--- config.mk ---
export PLATFORM = sky130hd
export DESIGN_NAME = shot_capture_flat
export DESIGN_NICKNAME = d
export VERILOG_FILES = /design/src/rtl/shot_capture_if.sv /design/src/rtl/shot_capture.sv /design/src/flat_wrapper.sv
export SDC_FILE = /design/constraint.sdc
export NUM_CORES = 1
export LEC_CHECK = 0
export CAP_MARGIN = 25
export CORE_ASPECT_RATIO = 0.8
export CORE_MARGIN = 4
export CORE_UTILIZATION = 25
export DETAILED_ROUTE_END_ITERATION = 16
export PLACE_DENSITY = 0.5
export SLEW_MARGIN = 20
export SYNTH_ARGS = -nofsm -noshare
export SYNTH_HDL_FRONTEND = slang
export SYNTH_SLANG_ARGS = --single-unit
--- constraint.sdc ---
create_clock -name clk -period 3.2 [get_ports clk]
set_clock_uncertainty 0.05 [all_clocks]
set_input_delay 0.64 -clock clk [delete_from_list [all_inputs] [get_ports clk]]
set_output_delay 0.64 -clock clk [all_outputs]
set_load 0.03 [all_outputs]
--- src/rtl/shot_capture_if.sv ---
// Signal bundle between the game controller / mouse side and shot_capture.
interface shot_capture_if;
  logic        left_clicked;
  logic [11:0] xpos;
  logic [11:0] ypos;
  logic        enable;
  logic        shot_ack;
  logic        shot_valid;
  logic [11:0] shot_x;
  logic [11:0] shot_y;
  logic [2:0]  shot_zone;
  logic        shot_on_target;

  // Handshake: shot_valid rises together with stable shot_x/shot_y/shot_zone/shot_on_target
  // and stays high until shot_ack (or enable low) is sampled on a rising edge; it drops on
  // that edge, the data outputs keep their values, and shot_ack outside a valid shot is ignored.
  modport master (
    output left_clicked, xpos, ypos, enable, shot_ack,
    input  shot_valid, shot_x, shot_y, shot_zone, shot_on_target
  );
  modport slave (
    input  left_clicked, xpos, ypos, enable, shot_ack,
    output shot_valid, shot_x, shot_y, shot_zone, shot_on_target
  );
endinterface

--- src/rtl/shot_capture.sv ---
// Debounces the left mouse button and latches one shot position, with its goal zone,
// per press; the shot is offered on a valid/ack handshake.
module shot_capture #(
  parameter int DEBOUNCE_CYCLES = 65000,
  parameter int X_MIN           = 212,
  parameter int X_MAX           = 811,
  parameter int Y_MIN           = 150,
  parameter int Y_MAX           = 349
) (
  input  logic           clk,
  input  logic           rst,
  shot_capture_if.slave  bus,
  output logic [1:0]     state_dbg
);

  localparam int CW = $clog2(DEBOUNCE_CYCLES);
  localparam logic [CW-1:0] CNT_LAST = CW'(DEBOUNCE_CYCLES - 1);

  localparam int COL_W = (X_MAX - X_MIN + 1) / 3;
  localparam int ROW_H = (Y_MAX - Y_MIN + 1) / 2;
  localparam logic [11:0] X_LO = 12'(X_MIN);
  localparam logic [11:0] X_HI = 12'(X_MAX);
  localparam logic [11:0] X_C1 = 12'(X_MIN + COL_W);
  localparam logic [11:0] X_C2 = 12'(X_MIN + 2 * COL_W);
  localparam logic [11:0] Y_LO = 12'(Y_MIN);
  localparam logic [11:0] Y_HI = 12'(Y_MAX);
  localparam logic [11:0] Y_R1 = 12'(Y_MIN + ROW_H);

  localparam logic [1:0] S_IDLE     = 2'd0;
  localparam logic [1:0] S_DEBOUNCE = 2'd1;
  localparam logic [1:0] S_PRESENT  = 2'd2;
  localparam logic [1:0] S_RELEASE  = 2'd3;

  logic          sync_q1;
  logic          sync_q2;
  logic [1:0]    state;
  logic [CW-1:0] cnt;
  logic          valid_q;
  logic [11:0]   x_q;
  logic [11:0]   y_q;
  logic [2:0]    zone_q;
  logic          on_q;

  logic          level;
  logic          on_tgt;
  logic [1:0]    col;
  logic          row;
  logic [2:0]    zone;

  assign level = sync_q2;

  always_ff @(posedge clk or negedge rst) begin
    if (!rst) begin
      sync_q1 <= 1'b0;
      sync_q2 <= 1'b0;
    end else begin
      sync_q1 <= bus.left_clicked;
      sync_q2 <= sync_q1;
    end
  end

  // Zone is evaluated every cycle and only captured on the accepting edge.
  always_comb begin
    on_tgt = (bus.xpos >= X_LO) && (bus.xpos <= X_HI) &&
             (bus.ypos >= Y_LO) && (bus.ypos <= Y_HI);
    if (bus.xpos < X_C1)      col = 2'd0;
    else if (bus.xpos < X_C2) col = 2'd1;
    else                      col = 2'd2;
    row  = (bus.ypos >= Y_R1);
    zone = on_tgt ? ((row ? 3'd3 : 3'd0) + {1'b0, col}) : 3'd7;
  end

  always_ff @(posedge clk or negedge rst) begin
    if (!rst) begin
      state   <= S_IDLE;
      cnt     <= '0;
      valid_q <= 1'b0;
      x_q     <= '0;
      y_q     <= '0;
      zone_q  <= 3'd7;
      on_q    <= 1'b0;
    end else begin
      case (state)
        S_IDLE: begin
          cnt <= '0;
          if (level && bus.enable) state <= S_DEBOUNCE;
        end
        S_DEBOUNCE: begin
          if (!level || !bus.enable) begin
            state <= S_IDLE;
            cnt   <= '0;
          end else if (cnt == CNT_LAST) begin
            state   <= S_PRESENT;
            cnt     <= '0;
            valid_q <= 1'b1;
            x_q     <= bus.xpos;
            y_q     <= bus.ypos;
            zone_q  <= zone;
            on_q    <= on_tgt;
          end else begin
            cnt <= cnt + 1'b1;
          end
        end
        S_PRESENT: begin
          // Ack and an enable drop end the shot the same way; data stays latched.
          if (bus.shot_ack || !bus.enable) begin
            state   <= S_RELEASE;
            cnt     <= '0;
            valid_q <= 1'b0;
          end
        end
        S_RELEASE: begin
          if (level) begin
            cnt <= '0;
          end else if (cnt == CNT_LAST) begin
            state <= S_IDLE;
            cnt   <= '0;
          end else begin
            cnt <= cnt + 1'b1;
          end
        end
        default: begin
          state <= S_IDLE;
          cnt   <= '0;
        end
      endcase
    end
  end

  assign bus.shot_valid     = valid_q;
  assign bus.shot_x         = x_q;
  assign bus.shot_y         = y_q;
  assign bus.shot_zone      = zone_q;
  assign bus.shot_on_target = on_q;
  assign state_dbg          = state;

endmodule

--- src/flat_wrapper.sv ---
// flat-port wrapper written by rule: the top's interface ports become plain ports
module shot_capture_flat 
#(
  parameter int DEBOUNCE_CYCLES = 65000,
  parameter int X_MIN           = 212,
  parameter int X_MAX           = 811,
  parameter int Y_MIN           = 150,
  parameter int Y_MAX           = 349
)
  (clk, rst, state_dbg, bus_left_clicked, bus_xpos, bus_ypos, bus_enable, bus_shot_ack, bus_shot_valid, bus_shot_x, bus_shot_y, bus_shot_zone, bus_shot_on_target);
  shot_capture_if bus_i ();
  input  logic clk;
  input  logic rst;
  output logic [1:0] state_dbg;
  input wire logic [$bits(bus_i.left_clicked)-1:0] bus_left_clicked;
  input wire logic [$bits(bus_i.xpos)-1:0] bus_xpos;
  input wire logic [$bits(bus_i.ypos)-1:0] bus_ypos;
  input wire logic [$bits(bus_i.enable)-1:0] bus_enable;
  input wire logic [$bits(bus_i.shot_ack)-1:0] bus_shot_ack;
  output wire logic [$bits(bus_i.shot_valid)-1:0] bus_shot_valid;
  output wire logic [$bits(bus_i.shot_x)-1:0] bus_shot_x;
  output wire logic [$bits(bus_i.shot_y)-1:0] bus_shot_y;
  output wire logic [$bits(bus_i.shot_zone)-1:0] bus_shot_zone;
  output wire logic [$bits(bus_i.shot_on_target)-1:0] bus_shot_on_target;
  assign bus_i.left_clicked = bus_left_clicked;
  assign bus_i.xpos = bus_xpos;
  assign bus_i.ypos = bus_ypos;
  assign bus_i.enable = bus_enable;
  assign bus_i.shot_ack = bus_shot_ack;
  assign bus_shot_valid = bus_i.shot_valid;
  assign bus_shot_x = bus_i.shot_x;
  assign bus_shot_y = bus_i.shot_y;
  assign bus_shot_zone = bus_i.shot_zone;
  assign bus_shot_on_target = bus_i.shot_on_target;
  shot_capture #(.DEBOUNCE_CYCLES(DEBOUNCE_CYCLES), .X_MIN(X_MIN), .X_MAX(X_MAX), .Y_MIN(Y_MIN), .Y_MAX(Y_MAX)) u_core (.clk(clk), .rst(rst), .bus(bus_i), .state_dbg(state_dbg));
endmodule
; ---- Yosys cells after proc, flatten, opt, wreduce, memory -nomap -nowiden
; Index checks and enable logic that the tools add are counted.
[word_totals]
reg_bits = 49
elab_cells = 63
[op_classes]
add_sub_neg = 2
order_cmp = 7
n_eq_ne = 11
mux = 20
n_bitwise = 1
n_reduce_logical = 13
[op_table]
columns = operator, count
row1 = 2-to-1 mux 16 bit, 4
row2 = case mux 16 bit (4 select lines), 1
row3 = greater-or-equal comparator 12 x 8 -> 1 bit (second input constant), 3
row4 = 2-to-1 mux 2 bit, 9
row5 = adder 16 x 1 -> 16 bit (second input constant), 1
row6 = == test 16 bit (second input constant), 1
row7 = <= comparator 12 x 10 -> 1 bit (second input constant), 1
row8 = <= comparator 12 x 9 -> 1 bit (second input constant), 1
row9 = < comparator 12 x 10 -> 1 bit (second input constant), 1
row10 = < comparator 12 x 9 -> 1 bit (second input constant), 1
row11 = inequality test 2 x 1 -> 1 bit (second input constant), 4
row12 = case mux 2 bit (4 select lines), 1
row13 = AND reduction 5 bit, 1
row14 = == test 2 bit (second input constant), 2
row15 = logical AND 1 bit, 4
row16 = inequality test 2 bit (second input constant), 2
row17 = AND reduction 4 bit, 1
row18 = adder 3 x 2 -> 3 bit, 1
row19 = 2-to-1 mux 1 bit, 3
row20 = 2-to-1 mux 3 bit, 1
row21 = inequality test 3 x 1 -> 1 bit (second input constant), 1
row22 = AND reduction 3 bit, 1
row23 = == test 2 x 1 -> 1 bit (second input constant), 1
row24 = logical NOT 1 bit, 2
row25 = 5 further kinds, 6

; ---- Depth between registers and ports, before layout
[logic_depth]
depth_word = 5
depth_mapped = 8
depth_no_buf = 7

; ---- Least setup slack after synthesis
; Ideal clock, no wire load.
[synth_path]
kind = input port to flip-flop
startpoint = input bus_xpos[4]
endpoint = register u_core.zone_q[1] (netlist: u_core.bus.shot_zone[1])
setup_ns = 0.082
t_arrival_ns = 2.212
required_time_ns = 3.068
slack_ns = 0.856
stages = 7
cell_sequence = o311a_1 o31ai_1 nand2_1 nor2_1 ha_1 fa_1 o31a_1
[synth_via]
elab_chain_len = 5
word_cells_on_any_way = 11
cone_classes = add/sub (1) / order compare (4) / mux (3) / reduce/logical (3)
[synth_lines]
columns = element, line_no
row1 = "start, declared", flat_wrapper.sv:16  ; input wire logic [$bits(bus_i.xpos)-1:0] bus_xpos;
row2 = < comparator 12 x 10 -> 1 bit (tied with other cells), shot_capture.sv:67  ; else if (bus.xpos < X_C2) col = 2'd1;
row3 = 2-to-1 mux 2 bit or logical AND 1 bit (tied branches), "shot_capture.sv:67, shot_capture.sv:64"
row4 = 2-to-1 mux 2 bit or logical AND 1 bit (tied branches), "shot_capture.sv:66, shot_capture.sv:64"
row5 = adder 3 x 2 -> 3 bit or logical AND 1 bit (tied branches), "shot_capture.sv:70, shot_capture.sv:65"
row6 = 2-to-1 mux 3 bit (*), shot_capture.sv:70  ; zone = on_tgt ? ((row ? 3'd3 : 3'd0) + {1'b0, col}) : 3'd7;
row7 = "end signal, assigned", shot_capture.sv:98  ; zone_q <= zone;
row8 = "end, declared", shot_capture.sv:41  ; logic [2:0] zone_q;
; Mark *: on every way between the ends. The rest lies on a longest branch, timed or not.
; A chain may end at the register's enable or synchronous reset.

; ---- Final worst setup path
; Same ends and word-level chain as after synthesis.

==> results_tabular.tex <==
\begin{tabular}{lr}
\hline
Metric & Value \\
\hline
\multicolumn{2}{l}{\textbf{STA}} \\
Final setup violation count & 0 \\
Pins over their slew limit & 0 \\
RSZ-0062 raised after global routing & false \\
Final hold violation count & 0 \\
Final worst-path setup slack & 554 ps \\
Least-Margin Pin Slew & around 740 ps \\
Headroom to the max-slew limit & around half \\
Minimum clock period after layout & between 2000 and 3000 ps \\
Sum of negative setup slack & 0 ps \\
Achievable Freq & between 300 and 400 MHz \\
Final Cycle Share & about 83\% \\
\multicolumn{2}{l}{\textbf{Worst setup path}} \\
CP max-delay cell & clkdlybuf4s50\_1 \\
Crit path cell chain & clkdlybuf4s50\_1 -> o311a\_1 -> o31ai\_1 -> nand2\_1 -> nor2\_1 -> ha\_1 -> fa\_1 -> o31a\_1 \\
Crit. End Element & flip-flop \\
Startpoint types & input port \\
Critical path required time & between 3000 and 4000 ps \\
Class of the most critical setup path & in -> reg \\
Crit path arrival time & roughly 2800 ps \\
Critical path fanouts, max & 5 \\
CP max stage delay & approximately 470 ps \\
\multicolumn{2}{l}{\textbf{Clocking}} \\
Number of buffers inserted to repair setup after CTS & 0 \\
Clock transition at the registers of the reported paths & roughly 70 ps \\
Resized cells post-CTS & 0 \\
Clk Latency, worst-skew pair & just under 300 ps \\
Cell at the root of the clock tree & clkbuf\_16 \\
Sink Count & a little under 50 \\
Clock tree from TritonCTS & yes \\
CTS H-tree lvls & 2 \\
Number of buffers between clock root and the deepest sink & 2 \\
CTS buffer count & 5 \\
Hold buffer count at cts & 0 \\
\multicolumn{2}{l}{\textbf{GRT}} \\
Via count of the first global-routing pass & $\sim$2000 \\
Largest net degree at the start of global routing & 32 \\
Total routing resource utilization after global routing & about 11\% \\
Leftover overflow at the end of global routing & 0 \\
First-pass GRT wire length & $\sim$10 mm \\
Number of antenna violations at the first check in global routing & 0 \\
\multicolumn{2}{l}{\textbf{Pwr}} \\
Power share of the sequential group & approximately 50\% \\
Largest vdd supply drop & between 0.15 and 0.2 mV \\
Total chip power & 1.24 mW \\
Comb pwr share & between 7 and 8\% \\
Internal portion of total power & 0.957 mW \\
Power density relative to cell area & roughly 370 nW/um\^{}2 \\
Lkg Pwr & $\sim$1.4 nW \\
Switching part of the total power & between 20\% and 30\% \\
Clk network pwr share & 42.7\% \\
Net load switching power & between 0.2 and 0.3 mW \\
\multicolumn{2}{l}{\textbf{Synthesis}} \\
Top cells by area in the synthesized netlist & dfrtp\_1 47\%, mux2\_2 7.4\%, mux2\_4 4.9\%, dfstp\_2 3.2\%, nand2\_1 3.2\% \\
Main flop type after synthesis & dfrtp\_1 \\
Count of different cell masters after synthesis & 53 \\
Number of cells produced by synthesis & between 200 and 250 \\
Post-synth design cell area & 2440 um\^{}2 \\
Total of flip-flops plus latches after synthesis & 49 \\
Simple-gate share of the synthesized area & 17.0\% \\
Post-synthesis mux area share & about 12\% \\
Largest family of logic cells by synthesized area & simple AND/OR/NAND/NOR gates \\
Asr flop ratio synth & 100\% \\
Synth Area in Adders & roughly 1.8\% \\
Nets in the synthesized netlist & roughly 240 \\
Number of enable flip-flop cells after synthesis & 0 \\
Synth Warn \# & 0 \\
Area fraction in compound gates after synthesis & between 10\% and 20\% \\
Top cell type's share of synthesized area & a little under half \\
Cell taking the most area after synthesis & dfrtp\_1 \\
Post-synthesis sequential area ratio & 50.4\% \\
Mean instance size in the synthesized netlist & between 10 and 15 um\^{}2 \\
Synthesized-area fraction occupied by xor and xnor cells & less than 1\% \\
\multicolumn{2}{l}{\textbf{Final layout}} \\
Layout area overhead & 35.7\% \\
Final nets & roughly 310 \\
Fraction of layout cells with a size suffix above 1 & 17.7\% \\
Diode count & 0 \\
Finished Core Util & 35.7\% \\
Leading cell types in the layout, fill and taps excluded & 58 x clkdlybuf4s50\_1, 46 x dfrtp\_1, 21 x nand2\_1 \\
Leading cell type in the layout, fill and taps excluded & clkdlybuf4s50\_1 \\
\multicolumn{2}{l}{\textbf{Worst hold path}} \\
Worst min-delay path category & reg -> reg \\
\multicolumn{2}{l}{\textbf{Detailed routing}} \\
Routed via count & 1919 \\
Routed via count divided by cell count & 4.90 \\
Sum of routed wire length over all layers & slightly above 6 mm \\
DRC errors left & 0 \\
Initial detailed-routing violation count & about 130 \\
Count of TritonRoute iterations in the first routing pass & 4 \\
Final routed wire length divided by cell count & around 16 um \\
Number of nets with antenna violations after routing & 0 \\
\multicolumn{2}{l}{\textbf{Floorplanning}} \\
Die Span X & approximately 120 um \\
Height of the die & about 96 um \\
Ports placed on the boundary & 60 \\
Core Footprint & between 9000 and 10000 um\^{}2 \\
Initial cell density of the core & approximately a quarter \\
Placement Rows & 31 \\
Full die area & roughly 11000 um\^{}2 \\
\multicolumn{2}{l}{\textbf{Placement}} \\
Routability-driven placement congestion ratio & slightly above 0.7 \\
Number of I/O port buffers & 59 \\
Half-perimeter wire length after placement & $\sim$4.6 mm \\
Pre-CTS setup slack & 232 ps \\
\multicolumn{2}{l}{\textbf{Run}} \\
Number of max-cap violations & 0 \\
\multicolumn{2}{l}{\textbf{Status}} \\
Status & finished clean \\
\hline
\end{tabular}
==> cell usage after synthesis, types with 2 or more instances <==
master	instances
mux2_2	16
nor3b_1	2
a31oi_1	12
o31a_1	3
and4_1	2
nand4_1	3
mux2_4	8
dfstp_2	3
o21ai_0	11
nand3_1	8
nand2b_1	8
ha_1	2
buf_2	4
a22o_1	2
a21o_1	2
o211ai_1	4
nor2b_1	2
a41oi_1	4
nor2_1	8
dfrtp_1	46
buf_6	2
a21oi_1	7
inv_1	2
nand2_1	21
==> path summary, 6_finish.rpt <==
path | to | slack (ps) | depth (start not counted) | start
worst max-delay path | u_core.bus.shot_zone[1] | 550 | 8 | bus_xpos[4]
worst min-delay path | u_core.level | 310 | 0 | u_core.sync_q1
worst max register to register | u_core.bus.shot_x[2] | 1110 | 5 | u_core.cnt[0]
worst min register to register | u_core.level | 310 | 0 | u_core.sync_q1
max in group asynchronous | u_core.bus.shot_zone[1] | 2050 | 2 | rst
min in group asynchronous | u_core.cnt[8] | 360 | 1 | rst
==> registers in the layout, indices dropped and copies added, names as in the netlist, named ones only <==
| register | flops |
|---|---|
| u_core.bus.shot_zone | 3 |
| u_core.sync_q1 | 1 |
| u_core.bus.shot_valid | 1 |
| u_core.cnt | 16 |
| u_core.bus.shot_y | 12 |
| u_core.state_dbg | 1 |
| u_core.bus.shot_on_target | 1 |
| u_core.level | 1 |
| u_core.bus.shot_x | 12 |
==> worst max-delay path, delay by kind of cell <==
kind	cells	cell delay [ps]
AO/OA/AOI/OAI	3	880
adder cells (fa/ha/maj)	2	570
buffers and inverters	1	470
AND/OR/NAND/NOR	2	260
==> final cells by class <==
| type | instances | area [um^2] |
|---|---|---|
| clock buffers | 5 | 125 |
| flip-flops and latches | 49 | 1230 |
| fillers | 928 | 5960 |
| multi-input cells | 154 | 1160 |
| well taps | 115 | 144 |
| repair buffers | 64 | 623 |
| clock inverters | 3 | 21.3 |
| inverters | 2 | 7.51 |
==> power groups by stage <==
| stage | clock network [mW] | logic (mW) | registers, mW |
|---|---|---|---|
| 4_1_cts | 0.558 | 0.0899 | 0.624 |
| 5_1_grt | 0.581 | 0.0988 | 0.624 |
| 2_1_floorplan | 0 | 0.0197 | 0.636 |
| 3_3_place_gp | 0 | 0.0892 | 0.636 |
| 6_report | 0.530 | 0.0881 | 0.624 |
| 3_5_place_dp | 0 | 0.0897 | 0.636 |
==> layer usage <==
metal	GRT usage, %	up-vias	share of wire (%)
met2	16.5	35	45
li1	-	938	-
met4	3.38	0	0.76
met3	2.74	2	4.1
met1	16.2	944	50
met5	0	-	0
==> kinds of logic after synthesis <==
family,after synthesis
AO/OA/AOI/OAI,57
XOR/XNOR,1
adder cells (fa/ha/maj),3
buffers and inverters,8
flip-flops,49
multiplexers,24
AND/OR/NAND/NOR,69
==> through the flow <==
stage | std cells | hold WS (ps) | area [um^2]
after floorplan | 211 | 281 | 2440
after global routing | 392 | 341 | 3310
after detailed placement | 384 | 300 | 3170
after global placement | 384 | 306 | 3170
after CTS | 392 | 316 | 3310
final | 392 | 312 | 3310
No activity file was read; power rests on OpenSTA's default activity.
